[src/rtl/systolic_pkg.sv]
// Shared types and defaults for the systolic array output path.
package systolic_pkg;

    localparam int unsigned DEFAULT_DATA_WIDTH = 16;

    typedef enum logic [1:0] {
        IDLE,
        ACTIVE,
        FLUSH
    } drain_state_t;

endpackage

[src/rtl/systolic_drain_row_fifo.sv]
// Synchronous FIFO for aligned rows; a push while full is accepted only alongside a pop.
module row_fifo #(
    parameter int unsigned WIDTH = 8,
    parameter int unsigned DEPTH = 4
) (
    input  logic                       clk,
    input  logic                       rst,
    input  logic                       push,
    input  logic [WIDTH-1:0]           push_data,
    input  logic                       pop,
    output logic [WIDTH-1:0]           pop_data,
    output logic                       full,
    output logic                       empty,
    output logic [$clog2(DEPTH):0]     count
);

    localparam int unsigned AW = $clog2(DEPTH);

    logic [WIDTH-1:0] mem_q [DEPTH];
    logic [AW-1:0]    wr_ptr_q, rd_ptr_q;
    logic [AW:0]      count_q;
    logic             do_push, do_pop;

    assign empty = (count_q == '0);
    assign full  = (count_q == (AW+1)'(DEPTH));
    assign count = count_q;

    assign do_pop  = pop && !empty;
    assign do_push = push && (!full || do_pop);

    assign pop_data = mem_q[rd_ptr_q];

    always_ff @(posedge clk or posedge rst) begin
        if (rst) begin
            wr_ptr_q <= '0;
            rd_ptr_q <= '0;
            count_q  <= '0;
        end else begin
            if (do_push) begin
                wr_ptr_q <= wr_ptr_q + 1'b1;
            end
            if (do_pop) begin
                rd_ptr_q <= rd_ptr_q + 1'b1;
            end
            case ({do_push, do_pop})
                2'b10:   count_q <= count_q + 1'b1;
                2'b01:   count_q <= count_q - 1'b1;
                default: count_q <= count_q;
            endcase
        end
    end

    // Storage needs no reset: entries are only visible between push and pop.
    always_ff @(posedge clk) begin
        if (do_push) begin
            mem_q[wr_ptr_q] <= push_data;
        end
    end

endmodule

[src/rtl/systolic_drain.sv]
// Deskews bottom-row partial sums into aligned rows, buffers them and tracks drain jobs.
module systolic_drain #(
    parameter int unsigned SYSTOLIC_ARRAY_WIDTH = 2,
    parameter int unsigned DATA_WIDTH           = systolic_pkg::DEFAULT_DATA_WIDTH,
    parameter int unsigned FIFO_DEPTH           = 4
) (
    input  logic                                       clk,
    input  logic                                       rst,
    input  logic [SYSTOLIC_ARRAY_WIDTH*DATA_WIDTH-1:0] sys_data_out_in,
    input  logic [SYSTOLIC_ARRAY_WIDTH-1:0]            sys_valid_out_in,
    input  logic [15:0]                                ub_rd_col_size_in,
    input  logic                                       ub_rd_col_size_valid_in,
    input  logic [15:0]                                drain_rows_in,
    input  logic                                       drain_start_in,
    output logic [SYSTOLIC_ARRAY_WIDTH*DATA_WIDTH-1:0] row_data_out,
    output logic [SYSTOLIC_ARRAY_WIDTH-1:0]            row_mask_out,
    output logic                                       row_valid_out,
    input  logic                                       row_ready_in,
    output logic                                       busy_out,
    output logic                                       done_out,
    output logic                                       overflow_out,
    output logic                                       skew_err_out
);

    import systolic_pkg::*;

    localparam int unsigned N       = SYSTOLIC_ARRAY_WIDTH;
    localparam int unsigned ROW_W   = N * DATA_WIDTH;
    localparam int unsigned ENTRY_W = ROW_W + N;
    localparam int unsigned CW      = $clog2(FIFO_DEPTH) + 1;

    logic [N-1:0] col_mask_q, col_mask_d;

    always_comb begin
        col_mask_d = col_mask_q;
        if (ub_rd_col_size_valid_in) begin
            for (int j = 0; j < N; j++) begin
                col_mask_d[j] = ({16'd0, ub_rd_col_size_in} > 32'(j));
            end
        end
    end

    always_ff @(posedge clk or posedge rst) begin
        if (rst) begin
            col_mask_q <= '0;
        end else begin
            col_mask_q <= col_mask_d;
        end
    end

    logic [N-1:0][DATA_WIDTH-1:0] al_data;
    logic [N-1:0]                 al_valid;

    // Column j lags column 0 by j cycles, so it needs N-1-j stages to line up with column N-1.
    for (genvar j = 0; j < N; j++) begin : g_col
        localparam int unsigned STAGES = N - 1 - j;
        if (STAGES == 0) begin : g_pass
            assign al_data[j]  = sys_data_out_in[j*DATA_WIDTH +: DATA_WIDTH];
            assign al_valid[j] = sys_valid_out_in[j];
        end else begin : g_dly
            logic [STAGES-1:0][DATA_WIDTH-1:0] d_q;
            logic [STAGES-1:0]                 v_q;

            always_ff @(posedge clk or posedge rst) begin
                if (rst) begin
                    d_q <= '0;
                    v_q <= '0;
                end else begin
                    d_q[0] <= sys_data_out_in[j*DATA_WIDTH +: DATA_WIDTH];
                    v_q[0] <= sys_valid_out_in[j];
                    for (int k = 1; k < STAGES; k++) begin
                        d_q[k] <= d_q[k-1];
                        v_q[k] <= v_q[k-1];
                    end
                end
            end

            assign al_data[j]  = d_q[STAGES-1];
            assign al_valid[j] = v_q[STAGES-1];
        end
    end

    logic             row_hit, row_skew;
    logic [ROW_W-1:0] row_data;

    always_comb begin
        row_hit  = |(al_valid & col_mask_q);
        row_skew = row_hit && ((al_valid & col_mask_q) != col_mask_q);
        row_data = '0;
        for (int j = 0; j < N; j++) begin
            if (col_mask_q[j]) begin
                row_data[j*DATA_WIDTH +: DATA_WIDTH] = al_data[j];
            end
        end
    end

    logic               fifo_push, fifo_full, fifo_empty, pop_fire, drain_last;
    logic [ENTRY_W-1:0] fifo_head;
    logic [CW-1:0]      fifo_count;

    assign pop_fire   = row_valid_out && row_ready_in;
    // True when the FIFO will be empty at the next edge (no pushes happen in FLUSH).
    assign drain_last = fifo_empty || ((fifo_count == CW'(1)) && pop_fire);

    row_fifo #(
        .WIDTH (ENTRY_W),
        .DEPTH (FIFO_DEPTH)
    ) u_row_fifo (
        .clk       (clk),
        .rst       (rst),
        .push      (fifo_push),
        .push_data ({col_mask_q, row_data}),
        .pop       (pop_fire),
        .pop_data  (fifo_head),
        .full      (fifo_full),
        .empty     (fifo_empty),
        .count     (fifo_count)
    );

    drain_state_t state_q, state_d;
    logic [15:0]  rows_seen_q, rows_seen_d;
    logic [15:0]  target_q, target_d;
    logic         overflow_q, overflow_d;
    logic         skew_q, skew_d;
    logic         done_q, done_d;

    always_comb begin
        state_d     = state_q;
        rows_seen_d = rows_seen_q;
        target_d    = target_q;
        overflow_d  = overflow_q;
        skew_d      = skew_q;
        done_d      = 1'b0;
        fifo_push   = 1'b0;
        unique case (state_q)
            IDLE: begin
                if (drain_start_in) begin
                    if (drain_rows_in != 16'd0) begin
                        state_d     = ACTIVE;
                        rows_seen_d = '0;
                        overflow_d  = 1'b0;
                        skew_d      = 1'b0;
                        target_d    = drain_rows_in;
                    end else begin
                        done_d = 1'b1;
                    end
                end
            end
            ACTIVE: begin
                if (row_hit) begin
                    fifo_push   = 1'b1;
                    rows_seen_d = rows_seen_q + 16'd1;
                    if (row_skew) begin
                        skew_d = 1'b1;
                    end
                    if (fifo_full && !pop_fire) begin
                        overflow_d = 1'b1;
                    end
                    if (rows_seen_d == target_q) begin
                        state_d = FLUSH;
                    end
                end
            end
            FLUSH: begin
                if (drain_last) begin
                    done_d  = 1'b1;
                    state_d = IDLE;
                end
            end
            default: state_d = IDLE;
        endcase
    end

    always_ff @(posedge clk or posedge rst) begin
        if (rst) begin
            state_q     <= IDLE;
            rows_seen_q <= '0;
            target_q    <= '0;
            overflow_q  <= 1'b0;
            skew_q      <= 1'b0;
            done_q      <= 1'b0;
        end else begin
            state_q     <= state_d;
            rows_seen_q <= rows_seen_d;
            target_q    <= target_d;
            overflow_q  <= overflow_d;
            skew_q      <= skew_d;
            done_q      <= done_d;
        end
    end

    assign row_valid_out = !fifo_empty;
    assign row_data_out  = row_valid_out ? fifo_head[ROW_W-1:0] : '0;
    assign row_mask_out  = row_valid_out ? fifo_head[ENTRY_W-1:ROW_W] : '0;
    assign busy_out      = (state_q != IDLE);
    assign done_out      = done_q;
    assign overflow_out  = overflow_q;
    assign skew_err_out  = skew_q;

endmodule

[config.mk]
export PLATFORM = sky130hd
export DESIGN_NAME = systolic_drain
export DESIGN_NICKNAME = d
export VERILOG_FILES = /design/src/rtl/systolic_pkg.sv /design/src/rtl/systolic_drain_row_fifo.sv /design/src/rtl/systolic_drain.sv
export SDC_FILE = /design/constraint.sdc
export NUM_CORES = 1
export LEC_CHECK = 0
export BUFFER_PORTS_ARGS = -buffer_cell sky130_fd_sc_hd__buf_4
export CAP_MARGIN = 25
export CORE_ASPECT_RATIO = 0.9
export CORE_MARGIN = 2
export CORE_UTILIZATION = 35
export CTS_BUF_LIST = sky130_fd_sc_hd__clkbuf_4
export DETAILED_ROUTE_END_ITERATION = 12
export SETUP_SLACK_MARGIN = 0.02
export SKIP_CTS_REPAIR_TIMING = 1
export SYNTH_ARGS = -nofsm -noshare
export SYNTH_HDL_FRONTEND = slang
export SYNTH_SLANG_ARGS = --single-unit
export TNS_END_PERCENT = 50
[constraint.sdc]
create_clock -name clk -period 8.25 [get_ports clk]
set_input_delay 0.825 -clock clk [delete_from_list [all_inputs] [get_ports clk]]
set_output_delay 0.825 -clock clk [all_outputs]
set_load 0.01 [all_outputs]
### After elaboration in Yosys (flattened, before gate mapping)

Memory sizes are Yosys's and may differ from the RTL's.
Index checks and enable logic that the tools add are counted.

| word-level totals | value |
|---|---|
| memory bits (writable) | 136 |
| memories | 1 |
| output and inout port bits | 39 |
| bits of input ports | 71 |
| word-level logic and storage cells | 90 |
| register bits | 63 |

Memory list:

| memory | depth | width | rd ports | clocked after memory_dff | wr ports | line | text |
|---|---|---|---|---|---|---|---|
| u_row_fifo.mem_q | 4 | 34 | 1 | 0 | 1 | systolic_drain_row_fifo.sv:19 | `logic [WIDTH-1:0] mem_q [DEPTH];` |

| operators by class | value |
|---|---|
| magnitude comparators | 2 |
| muxes and demuxes | 31 |
| $add $sub $neg | 5 |
| equality and inequality tests | 15 |
| bitwise gates (word level) | 1 |
| reductions and logical operators | 23 |

Operators by type and width:

| cell | count |
|---|---|
| 2-to-1 mux 16 bit | 5 |
| greater-than comparator 16 x 1 -> 1 bit (second input constant) | 2 |
| 2-to-1 mux 32 bit | 1 |
| one-hot mux 16 bit (2 select lines) | 1 |
| adder 16 x 1 -> 16 bit (second input constant) | 1 |
| == test 16 bit | 1 |
| nonzero test 16 bit | 1 |
| AND reduction 5 bit | 3 |
| inequality test 2 bit (second input constant) | 7 |
| 2-to-1 mux 1 bit | 13 |
| 2-to-1 mux 2 bit | 6 |
| logical AND 1 bit | 6 |
| one-hot mux 1 bit (2 select lines) | 3 |
| one-hot mux 2 bit (3 select lines) | 1 |
| one-hot mux 3 bit (2 select lines) | 1 |
| nonzero test 2 bit | 3 |
| adder 2 x 1 -> 2 bit (second input constant) | 2 |
| == test 2 x 1 -> 1 bit (second input constant) | 2 |
| == test 2 bit (second input constant) | 2 |
| AND reduction 4 bit | 1 |
| adder 3 x 1 -> 3 bit (second input constant) | 1 |
| == test 3 x 1 -> 1 bit (second input constant) | 1 |
| == test 3 bit (second input constant) | 1 |
| logical NOT 1 bit | 3 |
| 8 further kinds | 9 |

### Logic depth before layout (Yosys ltp)

| depth | value |
|---|---|
| depth after elaboration | 8 |
| mapped depth | 9 |
| gate-level depth less buffers | 9 |

### By module

Synthesis repeated with hierarchy kept, for this count alone.

| second synthesis, totals | value |
|---|---|
| cells, all modules | 537 |
| area, all modules | 8,473.1 um^2 |

Modules (own cells, without submodules):

| module | seq. area each (um^2) | area each (um^2) | times used | cells each |
|---|---|---|---|---|
| row_fifo | 4,259.1 | 5,336.4 | 1 | 217 |
| systolic_drain | 1,401.3 | 3,136.8 | 1 | 320 |

### Worst setup path before layout

Ideal clock, no wire load.

| path | value |
|---|---|
| path kind | in2reg |
| start point | input sys_valid_out_in[1] |
| end point | memory u_row_fifo.mem_q[0][0] (netlist bit), enable pin |
| path buffers | 1 |
| data required time | 7.856 ns |
| data arrival time | 2.524 ns |
| cell stages on the path | 4 |
| setup slack | 5.332 ns |
| library setup time | 0.394 ns |
| cells stage by stage | a22o_2 > nor3b_1 > clkbuf_1 > and3_1 |

| between the ends | value |
|---|---|
| cells in the longest elaborated chain, start to end | 7 |

RTL lines:

| what | line | text |
|---|---|---|
| start: declaration | systolic_drain.sv:10 | `input logic [SYSTOLIC_ARRAY_WIDTH-1:0] sys_valid_out_in,` |
| bitwise AND 2 bit | systolic_drain.sv:87 | `row_hit = \|(al_valid & col_mask_q);` |
| OR reduction 2 bit | systolic_drain.sv:87 |  |
| 2-to-1 mux 1 bit | systolic_drain.sv:150 | `if (row_hit) begin` |
| 2-to-1 mux 1 bit | systolic_drain.sv:135 | `unique case (state_q)` |
| logical AND 1 bit | systolic_drain_row_fifo.sv:29 | `assign do_push = push && (!full \|\| do_pop);` |
| 2-to-1 mux 1 bit | systolic_drain_row_fifo.sv:55 | `if (do_push) begin` |
| 2-to-1 mux 1 bit (implied by the code) | systolic_drain_row_fifo.sv:56 | `mem_q[wr_ptr_q] <= push_data;` |
| end: declaration | systolic_drain_row_fifo.sv:19 |  |

No other way between the ends.

### Worst setup path in the final report

| path | value |
|---|---|
| start point | register u_row_fifo.rd_ptr_q[0] |
| end point | output row_data_out[1] |

| between the ends | value |
|---|---|
| cells in the longest elaborated chain, start to end | 2 |

RTL lines:

| what | line | text |
|---|---|---|
| start: declaration | systolic_drain_row_fifo.sv:20 | `logic [AW-1:0] wr_ptr_q, rd_ptr_q;` |
| start signal: assignment | systolic_drain_row_fifo.sv:43 | `rd_ptr_q <= rd_ptr_q + 1'b1;` |
| memory (4 x 34 bit) | -- |  |
| 2-to-1 mux 32 bit | systolic_drain.sv:193 | `assign row_data_out = row_valid_out ? fifo_head[ROW_W-1:0] : '0;` |
| end: declaration | systolic_drain.sv:15 | `output logic [SYSTOLIC_ARRAY_WIDTH*DATA_WIDTH-1:0] row_data_out,` |

No other way between the ends.

==> impl_metrics.ini <==
[run_status]
outcome = finished, final reports clean

[routing]
drt_iter0_markers = 300
vias_per_cell = 5.022
ant_nets = 0
dr.pass1.iters = 5
routedWlPerCell_um = 17.81
drc = 0
routed_wl_um = 17340
dr_total_vias = 4891

[hold_path]
min_path_type = in2reg

[power_and_ir_drop]
irDropWorstVdd_mv = 0.1134
leakage_nw = 3.655
p_total_mw = 3.168
powerDensity_nw_per_um2 = 318.4

[sta]
fin_setup_tns_ns = 0
final_max_slew_viol_count = 0
period_needed_ns = 3.502
hold_viol_final = 0
fin_crit_sh_pct = 42.44
fin_skew_ns = 0.02639
max_freq_mhz = 285.6
slew_headroom_pct = 36.13
timing.hold.ws_ns = 0.3344
worstMarginPinSlew_ns = 0.9581
setup-violations-final = 0
rsz0062_at_grt = no

[global_routing]
grt_max_degree = 64
grt_pass1_wl_um = 27630
antenna_found_initial = 0
grt_overflow_total = 0
met3_usage_pct = 3.325
met1_usage_pct = 17.71
grt_pass1_vias = 5085
grt_usage_pct = 13.86
met2_usage_pct = 24.12
gr-max-usage-layer = met2

[finish]
drive_gt1_share_pct = 31.98
fin_cells = 974
layout.nets = 734
antennaDiodeCount = 0
area_growth_pct = 15.86
final_cell_mix = edfxtp_1 (136), buf_4 (113), and2_1 (72), dfrtp_1 (61), mux4_2 (34)
design_area_um2 = 9952
final_common_cell = edfxtp_1

[die]
start_util_pct = 35.51
dieArea_um2 = 25810
ios = 110
dieWidth_um = 169.1
core_um2 = 24190
rows = 54
dieHeight_um = 152.6

[worst_setup_path]
crit_chain = buf_4 > mux4_2 > and2_1 > buf_4
crit_path_top_delay_cell = dfrtp_2
critical_path_class = reg2out
critPathArrivalTime_ns = 2.68
worstPathRequired_ns = 7.42
cp_common_cell = buf_4
critical_path.max_fanout = 25
max_stage_delay_ns = 0.63
crit_path_end_kind = primary output
startpoint_type = flip-flop
rrSetupSlack_ns = 5.36

[logic_synthesis]
synth.area.mux_share_pct = 11.38
synth_warnings = 0
synthDominantCellAreaShare_pct = 47.55
synthAdderAreaFrac_pct = 1.457
synth_seq_cells = 199
yosysSeqAreaShare_pct = 65.90
syn_inst = 550
synth_edf_count = 136
syn_area_um2 = 8589
synth.largest_area_cell = edfxtp_1
yosys_most_used_dff = edfxtp_1
synth_top_family_by_area = simple AND/OR/NAND/NOR gates
synth_compound_area_share_pct = 5.084
synth-xor-area-share_pct = 2.345
async_flop_share_pct = 31.66
synthTopCellsByArea = edfxtp_1 (48%), dfrtp_1 (18%), mux4_2 (8.9%), and2_1 (5.2%), mux2_2 (2.2%)
syn_nets = 631
synthSimpleGateAreaFrac_pct = 11.52
synth_area_per_cell_um2 = 15.62
synth.distinct_cells = 59

[clock_network]
clkSinkCount = 199
clk-insertion-delay-late_ns = 0.59
cts_buffers = 17
clockRootBuffer = clkbuf_4
clkTransAtPathRegs_ns = 0.18
cts_tree = built
cts_htree_levels = 4
clk_path_buf_depth = 2

[run]
cap_violations = 0

[placement]
gp_congestion = 0.8138
place_area_um2 = 9666
dp_hpwl_um = 11230
placedCellCount = 942
portBuffers = 109
-- synth_stat cells, types with 3 or more instances --
master / count
a21oi_1: 8
and2_1: 72
and3_1: 5
buf_2: 6
buf_4: 5
buf_6: 4
clkbuf_1: 13
dfrtp_1: 63
edfxtp_1: 136
ha_1: 10
inv_1: 9
mux2_2: 17
mux4_2: 34
nand2_1: 17
nand2b_1: 8
nand3_1: 6
nand4_1: 5
nor2_1: 20
nor3b_1: 3
nor4_1: 7
o21a_1: 3
o21ai_0: 22
o31ai_1: 5
o41ai_1: 6
or2_1: 3
xnor2_1: 15
xor2_1: 8
-- worst max-delay path, delay by kind of cell (launching register included) --
family / cells / cell delay (ns)
muxes: 1 / 0.58
and+or+nand+nor: 1 / 0.21
DFF: 1 / 0.63
buffers and inverters: 2 / 0.68
-- area by class of cell --
cell class                 count  area [µm²]
fill                        2222       14240
sequential                   199        5663
multi-input combinational    313        2735
timing repair buffer         113       848.3
tap                          308       385.4
clock inverter                15       158.9
clock buffer                  17       127.6
inverter                       9       33.78
-- final timing paths --
kind                       depth (start not counted)                   start                endpoint
setup reg to reg                                   4           col_mask_q[0]  u_row_fifo.mem_q[0][7]
hold reg to reg                                    1         rows_seen_q[15]         rows_seen_q[15]
setup / recovery                                   4  u_row_fifo.rd_ptr_q[0]         row_data_out[1]
min in group asynchronous                          3                     rst   g_col[0].g_dly.d_q[0]
hold / removal                                     1     sys_data_out_in[12]  g_col[0].g_dly.d_q[12]
max in group asynchronous                          3                     rst  u_row_fifo.rd_ptr_q[1]
-- flip-flops by register name, summed over array words and instances, names as in the netlist --
| signal | flops |
|---|---|
| col_mask_q | 2 |
| done_out | 1 |
| u_row_fifo.wr_ptr_q | 2 |
| u_row_fifo.rd_ptr_q | 2 |
| skew_err_out | 1 |
| overflow_out | 1 |
| g_col.g_dly.d_q | 16 |
| u_row_fifo.count | 3 |
| u_row_fifo.mem_q | 136 |
| g_col.g_dly.v_q | 1 |
| rows_seen_q | 16 |
| target_q | 16 |
| state_q | 2 |
-- layer usage --
metal / up-vias / wire length, µm
met5: - / 0
met4: 0 / 129
met3: 13 / 637
met2: 109 / 8956
met1: 2486 / 7620
li1: 2283 / -
-- cell families (layout without fill, tap and decap cells) --
family | count (synthesis) | count (layout)
AO/OA/AOI/OAI | 63 | 63
XOR/XNOR | 23 | 23
adder cells (fa/ha/maj) | 10 | 10
buffers and inverters | 38 | 154
flip-flops | 199 | 199
multiplexers | 53 | 53
AND/OR/NAND/NOR | 164 | 164
-- per-stage QoR --
step           setup WS, ns  utilization (%)
6_report              4.748            41.14
5_1_grt               4.472            41.14
4_1_cts               4.643            41.14
3_5_place_dp          5.291            39.96
3_3_place_gp          5.307            39.96
2_1_floorplan         5.332                -
-- power by group --
| group | total [mW] | internal, mW | switching, mW |
|---|---|---|---|
| Clock | 0.499 | 0.137 | 0.361 |
| Combinational | 1.16 | 0.603 | 0.554 |
| Sequential | 1.51 | 1.35 | 0.164 |
(Power assumes the default switching activity.)
